File: src/rtl/fdiv_issue_ctrl.sv
// FDIV.S issue/writeback controller in front of DivFPU_FSM: resolves IEEE
// special operands locally, launches the divider otherwise, and returns the result.
module fdiv_issue_ctrl #(
   parameter int TAG_W   = 5,
   parameter int TIMEOUT = 64
) (
   input  logic             clk,
   input  logic             rst,
   input  logic             req_valid,
   output logic             req_ready,
   input  logic [31:0]      req_a,
   input  logic [31:0]      req_b,
   input  logic [TAG_W-1:0] req_rd,
   output logic             div_start,
   output logic [31:0]      div_N1,
   output logic [31:0]      div_N2,
   input  logic [31:0]      div_result,
   input  logic             div_done,
   input  logic             div_busy,
   output logic             wb_valid,
   input  logic             wb_ready,
   output logic [31:0]      wb_data,
   output logic [TAG_W-1:0] wb_rd,
   output logic [4:0]       wb_fflags,
   output logic             busy
);

   localparam logic [31:0] QNAN    = 32'h7FC0_0000;
   localparam logic [4:0]  FLAG_NV = 5'b10000;
   localparam logic [4:0]  FLAG_DZ = 5'b01000;
   localparam logic [7:0]  CNT_MAX = 8'(TIMEOUT - 1);

   typedef enum logic [1:0] {S_IDLE, S_LAUNCH, S_WAIT, S_RESP} state_t;

   state_t           state_q;
   logic [31:0]      n1_q, n2_q, data_q;
   logic [TAG_W-1:0] rd_q;
   logic [4:0]       flags_q;
   logic [7:0]       cnt_q;
   logic             wb_valid_q;

   // Denormals (exp==0) are treated as signed zeros.
   function automatic logic is_zero(input logic [31:0] x);
      return x[30:23] == 8'h00;
   endfunction

   function automatic logic is_inf(input logic [31:0] x);
      return (x[30:23] == 8'hFF) && (x[22:0] == 23'h0);
   endfunction

   function automatic logic is_nan(input logic [31:0] x);
      return (x[30:23] == 8'hFF) && (x[22:0] != 23'h0);
   endfunction

   function automatic logic is_snan(input logic [31:0] x);
      return is_nan(x) && !x[22];
   endfunction

   logic        sign;
   logic        spec_hit;
   logic [31:0] spec_data;
   logic [4:0]  spec_flags;

   always_comb begin
      sign       = req_a[31] ^ req_b[31];
      spec_hit   = 1'b1;
      spec_data  = QNAN;
      spec_flags = 5'b0;
      if (is_nan(req_a) || is_nan(req_b)) begin
         spec_flags = (is_snan(req_a) || is_snan(req_b)) ? FLAG_NV : 5'b0;
      end else if ((is_zero(req_a) && is_zero(req_b)) || (is_inf(req_a) && is_inf(req_b))) begin
         spec_flags = FLAG_NV;
      end else if (is_zero(req_b)) begin
         spec_data  = {sign, 8'hFF, 23'h0};
         spec_flags = FLAG_DZ;
      end else if (is_inf(req_a)) begin
         spec_data  = {sign, 8'hFF, 23'h0};
      end else if (is_zero(req_a) || is_inf(req_b)) begin
         spec_data  = {sign, 31'h0};
      end else begin
         spec_hit   = 1'b0;
      end
   end

   always_ff @(posedge clk) begin
      if (rst) begin
         state_q    <= S_IDLE;
         n1_q       <= 32'h0;
         n2_q       <= 32'h0;
         data_q     <= 32'h0;
         rd_q       <= '0;
         flags_q    <= 5'b0;
         cnt_q      <= 8'h0;
         wb_valid_q <= 1'b0;
      end else begin
         case (state_q)
            S_IDLE: begin
               if (req_valid) begin
                  rd_q  <= req_rd;
                  cnt_q <= 8'h0;
                  if (spec_hit) begin
                     data_q     <= spec_data;
                     flags_q    <= spec_flags;
                     wb_valid_q <= 1'b1;
                     state_q    <= S_RESP;
                  end else begin
                     n1_q    <= req_a;
                     n2_q    <= req_b;
                     state_q <= S_LAUNCH;
                  end
               end
            end
            S_LAUNCH: begin
               if (!div_busy) state_q <= S_WAIT;
            end
            S_WAIT: begin
               // Completion wins over the watchdog if both land on the same cycle.
               if (div_done) begin
                  data_q     <= div_result;
                  flags_q    <= 5'b0;
                  wb_valid_q <= 1'b1;
                  state_q    <= S_RESP;
               end else if (cnt_q == CNT_MAX) begin
                  data_q     <= QNAN;
                  flags_q    <= FLAG_NV;
                  wb_valid_q <= 1'b1;
                  state_q    <= S_RESP;
               end else begin
                  cnt_q <= cnt_q + 8'h1;
               end
            end
            S_RESP: begin
               if (wb_ready) begin
                  wb_valid_q <= 1'b0;
                  cnt_q      <= 8'h0;
                  state_q    <= S_IDLE;
               end
            end
            default: state_q <= S_IDLE;
         endcase
      end
   end

   // The launch pulse must follow div_busy within the LAUNCH cycle itself.
   assign div_start = (state_q == S_LAUNCH) && !div_busy;
   assign req_ready = (state_q == S_IDLE);
   assign busy      = (state_q != S_IDLE);
   assign div_N1    = n1_q;
   assign div_N2    = n2_q;
   assign wb_valid  = wb_valid_q;
   assign wb_data   = data_q;
   assign wb_rd     = rd_q;
   assign wb_fflags = flags_q;

endmodule

File: config.mk
export PLATFORM = sky130hd
export DESIGN_NAME = fdiv_issue_ctrl
export DESIGN_NICKNAME = d
export VERILOG_FILES = /design/src/rtl/fdiv_issue_ctrl.sv
export SDC_FILE = /design/constraint.sdc
export NUM_CORES = 1
export LEC_CHECK = 0
export CORE_MARGIN = 5
export CORE_UTILIZATION = 41
export DETAILED_ROUTE_END_ITERATION = 10
export PLACE_DENSITY = 0.9
export SLEW_MARGIN = 15
export SYNTH_ARGS = -nofsm -noshare
export SYNTH_HDL_FRONTEND = slang
export SYNTH_SLANG_ARGS = --single-unit
File: constraint.sdc
create_clock -name clk -period 3.2 [get_ports clk]
set_clock_uncertainty 0.1 [all_clocks]
set_input_delay 0.64 -clock clk [delete_from_list [all_inputs] [get_ports clk]]
set_output_delay 0.64 -clock clk [all_outputs]
set_load 0.02 [all_outputs]
==> flow_summary.toml, run 1 <==
[placement]
placedInstanceArea_um2 = 6910
placed_cells = 912
dp_hpwl_um = 10800
gp_congestion = 0.840
preCtsSetupSlack_ps = 20.8
buffer_ports.inserted = 213

[synthesis]
synthFlopType = "dfxtp_1"
yosysWarnings = 0
synth_enable_flop_cells = 0
synth-seq-area-share_pct = 49.4
avgSynthCellArea_um2 = 7.95
synth_cells = 581
syn-cell-area_um2 = 4620
synth_cell_types = 50
synth-seq-cells = 114
synthArstFlopShare_pct = 0

[final_layout]
seq_area_um2 = 2280
nets = 904
fin_area_um2 = 7460
final_cell_mix = "212 x clkdlybuf4s50_1, 174 x nand2_1, 114 x dfxtp_1"
syn2layout_area_growth_pct = 61.5
multiInputGateArea_um2 = 2130
fill_cells = 856
n_antenna_cell = 0
layout_commonest_cell = "clkdlybuf4s50_1"
drive_gt1_share_pct = 6.86
final_cells = 942

[route]
drc_errors = 0
ant_nets = 0
wirelength_um = 14700
drt_iter0_markers = 325
wl_per_cell_um = 15.6
drtPass1Iterations = 4
vias = 4779
vias_per_cell = 5.07

[power]
peakVddDrop_mv = 0.659
powerDensity_nw_per_um2 = 783
p_leak_nw = 2.65

[grt]
track_usage_pct = 21.6
overflow = 0
grt_pass1_wl_um = 22600
grt_max_degree = 61
grt_pass1_vias = 4588
antenna_found_initial = 0

[run_status]
status = "complete, no violations"

[cts]
cts.reportedPaths.clkPinSlew_ps = 50
cts_resized = 0
cts_tree = "done"
clk_path_buf_depth = 2
cts_hold_buffers = 0
cts_max_level = 4
cts_root_buffer = "clkbuf_16"
post_cts_buffers = 0
clk_latency_ps = 410
numCtsBuffers = 17
cts_num_sinks = 114

[floorplanning]
dieArea_um2 = 13500
pin_count = 217
rows = 38
initial_core_util_pct = 42.2
die_h_um = 116
die_w_um = 116
core_um2 = 10900

[critical_path]
worst-path-buf-inv = 4
cp-start-kind = "flop"
crit_required_ps = 2460
crit_path_frequent_cell = "inv_1"
crit_fanout = 10
slowest_delay_ps = 600
crit_type = "flop to primary output"
endpoint_kind = "primary output"
crit_family = "buffers and inverters"
crit_slowest_cell = "clkdlybuf4s50_1"
crit_chain = "inv_1 -> ha_1 -> buf_4 -> inv_1 -> clkdlybuf4s50_1"
arrival_ps = 2180

[sta]
setup_violations = 0
layout_setup_ws_ps = 277
worst_pin_slew_ps = 634
final_max_slew_viol_count = 0
fin_hold_ws_ps = 348
rsz0062_at_grt = "no"
timing.setup.tns_ps = 0
timing.fmax_mhz = 342
layout_min_cycle_time_ps = 2920
maxSlewHeadroom_pct = 57.8
period_share_pct = 91.3
hold_viol = 0

[worst_hold_path]
hold_path.class = "flop to flop"

[run]
maxCapViolCount = 0
==> metal layers <==
metal	track usage [%]	vias to the layer above	share of wire [%]
met3	9.07	18	10
met5	0	-	0
met2	37.0	181	49
li1	-	2399	-
met4	8.66	0	1.4
met1	23.7	2181	39
==> layout make-up <==
type	instances	area share, %
Clock buffer	25	6.64
Clock inverter	5	0.705
Inverter	5	0.252
Multi-Input combinational cell	422	28.6
Sequential cell	114	30.6
Tap cell	140	2.35
Timing Repair Buffer	231	30.9
==> report_power, final <==
| group | switching [mW] | total, mW | leakage [nW] | internal (mW) |
|---|---|---|---|---|
| clock network | 0.611 | 1.75 | 0.269 | 1.13 |
| registers | 0.136 | 1.81 | 0.931 | 1.68 |
| logic | 1.32 | 2.28 | 1.45 | 0.961 |
==> synth_stat cells, drive strengths merged (5+ instances only) <==
master	instances	area, um^2
nor4	10	62.6
a211oi	11	87.6
inv	5	18.8
nor2	28	120
nand4	11	68.8
xor2	6	52.6
ha	6	75.1
dfxtp	114	2280
or4	6	56.3
nor3	5	30.0
a21oi	98	490
clkbuf	32	120
nand2	174	653
buf	10	73.8
nand3	31	155
==> stage by stage <==
stage               utilization (%)  total power, mW
finish                         68.2             5.84
global placement               63.2             4.08
global route                   68.2             6.17
CTS                            68.2             5.88
floorplan                         -             3.14
detailed placement             63.2             4.12
==> path summary, 6_finish.rpt <==
path | from | to | slack (ps) | cells after the start
hold reg to reg | wb_data[9]$_SDFFE_PP0P_ | wb_data[9]$_SDFFE_PP0P_ | 350 | 2
setup reg to reg | state_q[0]$_SDFFE_PP0P_ | cnt_q[5]$_SDFFE_PP0P_ | 640 | 8
hold / removal | wb_data[9]$_SDFFE_PP0P_ | wb_data[9]$_SDFFE_PP0P_ | 350 | 2
setup / recovery | state_q[0]$_SDFFE_PP0P_ | busy | 280 | 5
==> kinds of logic (layout without fill, tap and decap cells) <==
group | Yosys count | in the layout | synth area share (%)
fa+ha+maj | 6 | 6 | 1.63
buf+inv | 47 | 266 | 4.61
xor+xnor | 7 | 7 | 1.33
simple gates | 279 | 279 | 26.9
flops | 114 | 114 | 49.4
mux | 2 | 2 | 0.434
other cells | 1 | 3 | 0.0812
compound gates | 125 | 125 | 15.6
==> state kept, by name, indices dropped and copies added, names as in the netlist <==
| name | flops |
|---|---|
| wb_rd | 5 |
| div_N1 | 32 |
| wb_fflags | 2 |
| div_N2 | 32 |
| wb_data | 32 |
| wb_valid | 1 |
| cnt_q | 8 |
| state_q | 2 |
==> worst min-delay path: stages, from the launching register on <==
cell and delay [ps]:
dfxtp_1 300, nand2_1 50, a21oi_1 50
Power figures use the tool's default switching activity.
==> run 2: changes to the inputs <==
==> constraint.sdc (replaced) <==
create_clock -name clk -period 3.2 [get_ports clk]
set_clock_uncertainty 0.1 [all_clocks]
set_input_delay 0.64 -clock clk [delete_from_list [all_inputs] [get_ports clk]]
set_output_delay 0.64 -clock clk [all_outputs]
set_load 0.1 [all_outputs]
==> run 2 against run 1 <==
Die area did not move. Total power increased by 28%. Critical path depth increased by 3. Largest cell class is now flip-flops and latches. Largest power group unchanged. Highest routed layer unchanged.
==> flow_summary.toml, run 2 (synthesis gave the netlist of run 1 again) <==
[cts]
clk_latency_ps = 400
clk_path_buf_depth = 2
cts_resized = 0
cts_num_sinks = 114
cts_hold_buffers = 0
numCtsBuffers = 17
cts_root_buffer = "clkbuf_16"
cts.reportedPaths.clkPinSlew_ps = 50
cts_max_level = 4
post_cts_buffers = 0
cts_tree = "done"

[sta]
worst_pin_slew_ps = 561
hold_viol = 0
final_max_slew_viol_count = 0
period_share_pct = 90.8
maxSlewHeadroom_pct = 62.4
setup_violations = 0
rsz0062_at_grt = "no"
fin_hold_ws_ps = 349
timing.fmax_mhz = 344
layout_setup_ws_ps = 296
layout_min_cycle_time_ps = 2900

[grt]
grt_pass1_wl_um = 22600
grt_max_degree = 65
track_usage_pct = 21.4
grt_pass1_vias = 4707
overflow = 0
antenna_found_initial = 0

[critical_path]
endpoint_kind = "flop"
crit_type = "primary input to flop"
crit_required_ps = 3360
crit_fanout = 8
cp-start-kind = "primary input"
arrival_ps = 3070

[power]
comb_power_share_pct = 50.6
powerDensity_nw_per_um2 = 1030
power.internal_mw = 3.83
p_leak_nw = 2.87
totalPowerFinal_mw = 7.50
p_clk_share_pct = 25.1
p_sw_share_pct = 48.9
power.switching_mw = 3.67
seqPwrFrac_pct = 24.3
peakVddDrop_mv = 1.02

[route]
wirelength_um = 14700
ant_nets = 0
wl_per_cell_um = 15.6
drt_iter0_markers = 310
vias_per_cell = 5.16
drtPass1Iterations = 5
vias = 4874
drc_errors = 0

[placement]
dp_hpwl_um = 10900
buffer_ports.inserted = 213
gp_congestion = 0.834
preCtsSetupSlack_ps = -26.0
placedInstanceArea_um2 = 6680

[floorplanning]
die_h_um = 116
initial_core_util_pct = 42.2
rows = 38
dieArea_um2 = 13500
pin_count = 217
core_um2 = 10900
die_w_um = 116

[worst_hold_path]
hold_path.class = "flop to flop"

[final_layout]
drive_gt1_share_pct = 20.9
layout_commonest_cell = "nand2_1"
syn2layout_area_growth_pct = 57.5
fin_area_um2 = 7270
nets = 904
fill_cells = 891
final_cell_mix = "174 x nand2_1, 122 x buf_4, 114 x dfxtp_1"
n_antenna_cell = 0
fin_util_pct = 66.5

[run_status]
status = "complete, no violations"

[run]
maxCapViolCount = 0
## run 2: layer usage
metal  GRT usage (%)  share of wire [%]
met5               0                  0
met4            9.20                1.6
met3            9.43                 11
met2            35.8                 49
met1            23.6                 38
## run 2: final timing paths
path / start / to / slack [ps] / cells after the start
setup / recovery: req_b[1] / wb_data[28]$_SDFFE_PP0P_ / 300 / 8
hold / removal: wb_data[3]$_SDFFE_PP0P_ / wb_data[3]$_SDFFE_PP0P_ / 350 / 2
setup reg to reg: cnt_q[0]$_SDFFE_PP0P_ / wb_data[11]$_SDFFE_PP0P_ / 660 / 8
hold reg to reg: wb_data[3]$_SDFFE_PP0P_ / wb_data[3]$_SDFFE_PP0P_ / 350 / 2
## run 2: worst max-delay path, cell delays in order
cell and delay, ps:
clkdlybuf4s50_1 480, nor4_1 300, nand4_1 200, or3_1 410
a2111oi_0 430, buf_4 190, o21a_1 280, a211oi_1 130
## run 2: final cells by class
class	count	area [um^2]	area share, %
tap	140	175	2.41
multi-input combinational	422	2150	29.6
clock buffer	22	464	6.38
timing repair buffer	231	2050	28.1
sequential	114	2280	31.4
clock inverter	10	133	1.82
inverter	5	22.5	0.310
## run 2: power by group through the flow
stage	clock network, mW	registers, mW	logic [mW]
after floorplan	0	3.52	1.23
after global placement	0	1.83	3.78
after detailed placement	0	1.84	3.80
after CTS	1.93	1.82	3.81
after global routing	2.00	1.85	3.98
final	1.88	1.82	3.80
## run 2: per-stage QoR
| step | TNS [ps] | std cells |
|---|---|---|
| 3_3_place_gp | 0 | 912 |
| 3_5_place_dp | -76.1 | 912 |
| 6_report | 0 | 944 |
| 4_1_cts | 0 | 944 |
| 5_1_grt | 0 | 944 |
| 2_1_floorplan | 0 | 583 |
==> run 3: changes to the inputs <==
--- a/config.mk
+++ b/config.mk
@@ -8,6 +8,7 @@
 export CORE_MARGIN = 5
 export CORE_UTILIZATION = 41
 export DETAILED_ROUTE_END_ITERATION = 10
+export MAX_ROUTING_LAYER = met4
 export PLACE_DENSITY = 0.9
 export SLEW_MARGIN = 15
 export SYNTH_ARGS = -nofsm -noshare
==> run 3 against run 2 <==
Critical path depth did not move. Design area did not move. Largest cell class unchanged. Non-clock buffer count did not move.
==> flow_summary.toml, run 3 (synthesis gave the netlist of run 1 again) <==
[grt]
grt_pass1_wl_um = 22500
grt_max_degree = 65
antenna_found_initial = 0
overflow = 0
grt_pass1_vias = 4709
track_usage_pct = 22.0

[power]
p_leak_nw = 2.87
seqPwrFrac_pct = 24.2
power.internal_mw = 3.83
power.switching_mw = 3.68
p_sw_share_pct = 49.0
p_clk_share_pct = 25.1
totalPowerFinal_mw = 7.51
comb_power_share_pct = 50.6
powerDensity_nw_per_um2 = 1030
peakVddDrop_mv = 1.02

[placement]
placed_cells = 912
dp_hpwl_um = 10900
placedInstanceArea_um2 = 6680
buffer_ports.inserted = 213
gp_congestion = 0.847

[cts]
cts_tree = "done"
cts.reportedPaths.clkPinSlew_ps = 50
numCtsBuffers = 17
post_cts_buffers = 0
clk_latency_ps = 400
cts_max_level = 4
cts_resized = 0
cts_num_sinks = 114
clk_path_buf_depth = 2
cts_root_buffer = "clkbuf_16"
cts_hold_buffers = 0

[sta]
rsz0062_at_grt = "no"
maxSlewHeadroom_pct = 62.2
timing.fmax_mhz = 349
layout_min_cycle_time_ps = 2870
worst_pin_slew_ps = 565
setup_violations = 0
final_max_slew_viol_count = 0
hold_viol = 0
period_share_pct = 89.6

[final_layout]
layout_commonest_cell = "nand2_1"
syn2layout_area_growth_pct = 57.5
n_antenna_cell = 0
seq_area_um2 = 2280
final_cell_mix = "174 x nand2_1, 122 x buf_4, 114 x dfxtp_1"
multiInputGateArea_um2 = 2150
fill_cells = 891
final_cells = 944
fin_area_um2 = 7270
nets = 904
drive_gt1_share_pct = 20.9

[critical_path]
slowest_delay_ps = 430
arrival_ps = 3030
worst-path-buf-inv = 2
crit_chain = "clkdlybuf4s50_1 -> nor4_1 -> nand4_1 -> or3_1 -> a2111oi_0 -> buf_4 -> o21a_1 -> a211oi_1"
endpoint_kind = "flop"
crit_fanout = 8
crit_slowest_cell = "clkdlybuf4s50_1"
crit_type = "primary input to flop"
cp-start-kind = "primary input"
crit_family = "simple AND/OR/NAND/NOR gates"
crit_required_ps = 3370

[run_status]
status = "complete, no violations"

[route]
vias_per_cell = 5.25
wl_per_cell_um = 15.6
drt_iter0_markers = 410
ant_nets = 0
drc_errors = 0
wirelength_um = 14700
drtPass1Iterations = 6
vias = 4955

[floorplanning]
rows = 38
initial_core_util_pct = 42.2
die_w_um = 116
dieArea_um2 = 13500
core_um2 = 10900
die_h_um = 116
pin_count = 217

[run]
maxCapViolCount = 0

[worst_hold_path]
hold_path.class = "flop to flop"
[run 3: final cells by class]
class | instances | share of cell area [%]
Sequential cell | 114 | 31.4
Multi-Input combinational cell | 422 | 29.6
Timing Repair Buffer | 231 | 28.1
Clock buffer | 22 | 6.38
Tap cell | 140 | 2.41
Clock inverter | 10 | 1.82
Inverter | 5 | 0.310
[run 3: metrics by stage]
| step | hold WS, ps | setup TNS [ps] | util (%) | worst slack [ps] |
|---|---|---|---|---|
| after floorplan | 373 | 0 | - | 108 |
| after global placement | 339 | 0 | 61.1 | 2.28 |
| after detailed placement | 343 | -76.1 | 61.1 | -26.0 |
| after CTS | 351 | 0 | 66.5 | 401 |
| after global routing | 367 | 0 | 66.5 | 289 |
| final | 349 | 0 | 66.5 | 332 |
[run 3: metal layers]
metal / global-route usage [%] / part of all wire (%) / wire (um)
met1: 24.7 / 39 / 5690
met2: 35.9 / 48 / 7130
met4: 9.20 / 2.4 / 348
met3: 7.51 / 11 / 1570
met5: - / 0 / 0
[run 3: worst register-to-register path: stages (launching register included)]
cell	delay, ps
dfxtp_1	370
ha_1	220
or3b_1	380
o21ai_1	290
o22ai_2	200
a311o_1	390
buf_4	250
nand2_1	110
a21oi_1	70
[run 3: final timing paths]
| kind | start | end | slack [ps] | cells after the start |
|---|---|---|---|---|
| worst max-delay path | req_b[19] | wb_data[28]$_SDFFE_PP0P_ | 330 | 8 |
| worst max register to register | cnt_q[0]$_SDFFE_PP0P_ | wb_data[11]$_SDFFE_PP0P_ | 670 | 8 |
| worst min-delay path | wb_data[3]$_SDFFE_PP0P_ | wb_data[3]$_SDFFE_PP0P_ | 350 | 2 |
| worst min register to register | wb_data[3]$_SDFFE_PP0P_ | wb_data[3]$_SDFFE_PP0P_ | 350 | 2 |
[run 3: power groups by stage]
| stage | Sequential, mW | Combinational [mW] | Clock [mW] |
|---|---|---|---|
| 2_1_floorplan | 3.52 | 1.23 | 0 |
| 3_3_place_gp | 1.83 | 3.78 | 0 |
| 3_5_place_dp | 1.84 | 3.80 | 0 |
| 4_1_cts | 1.82 | 3.81 | 1.93 |
| 5_1_grt | 1.85 | 3.98 | 2.00 |
| 6_report | 1.82 | 3.80 | 1.89 |
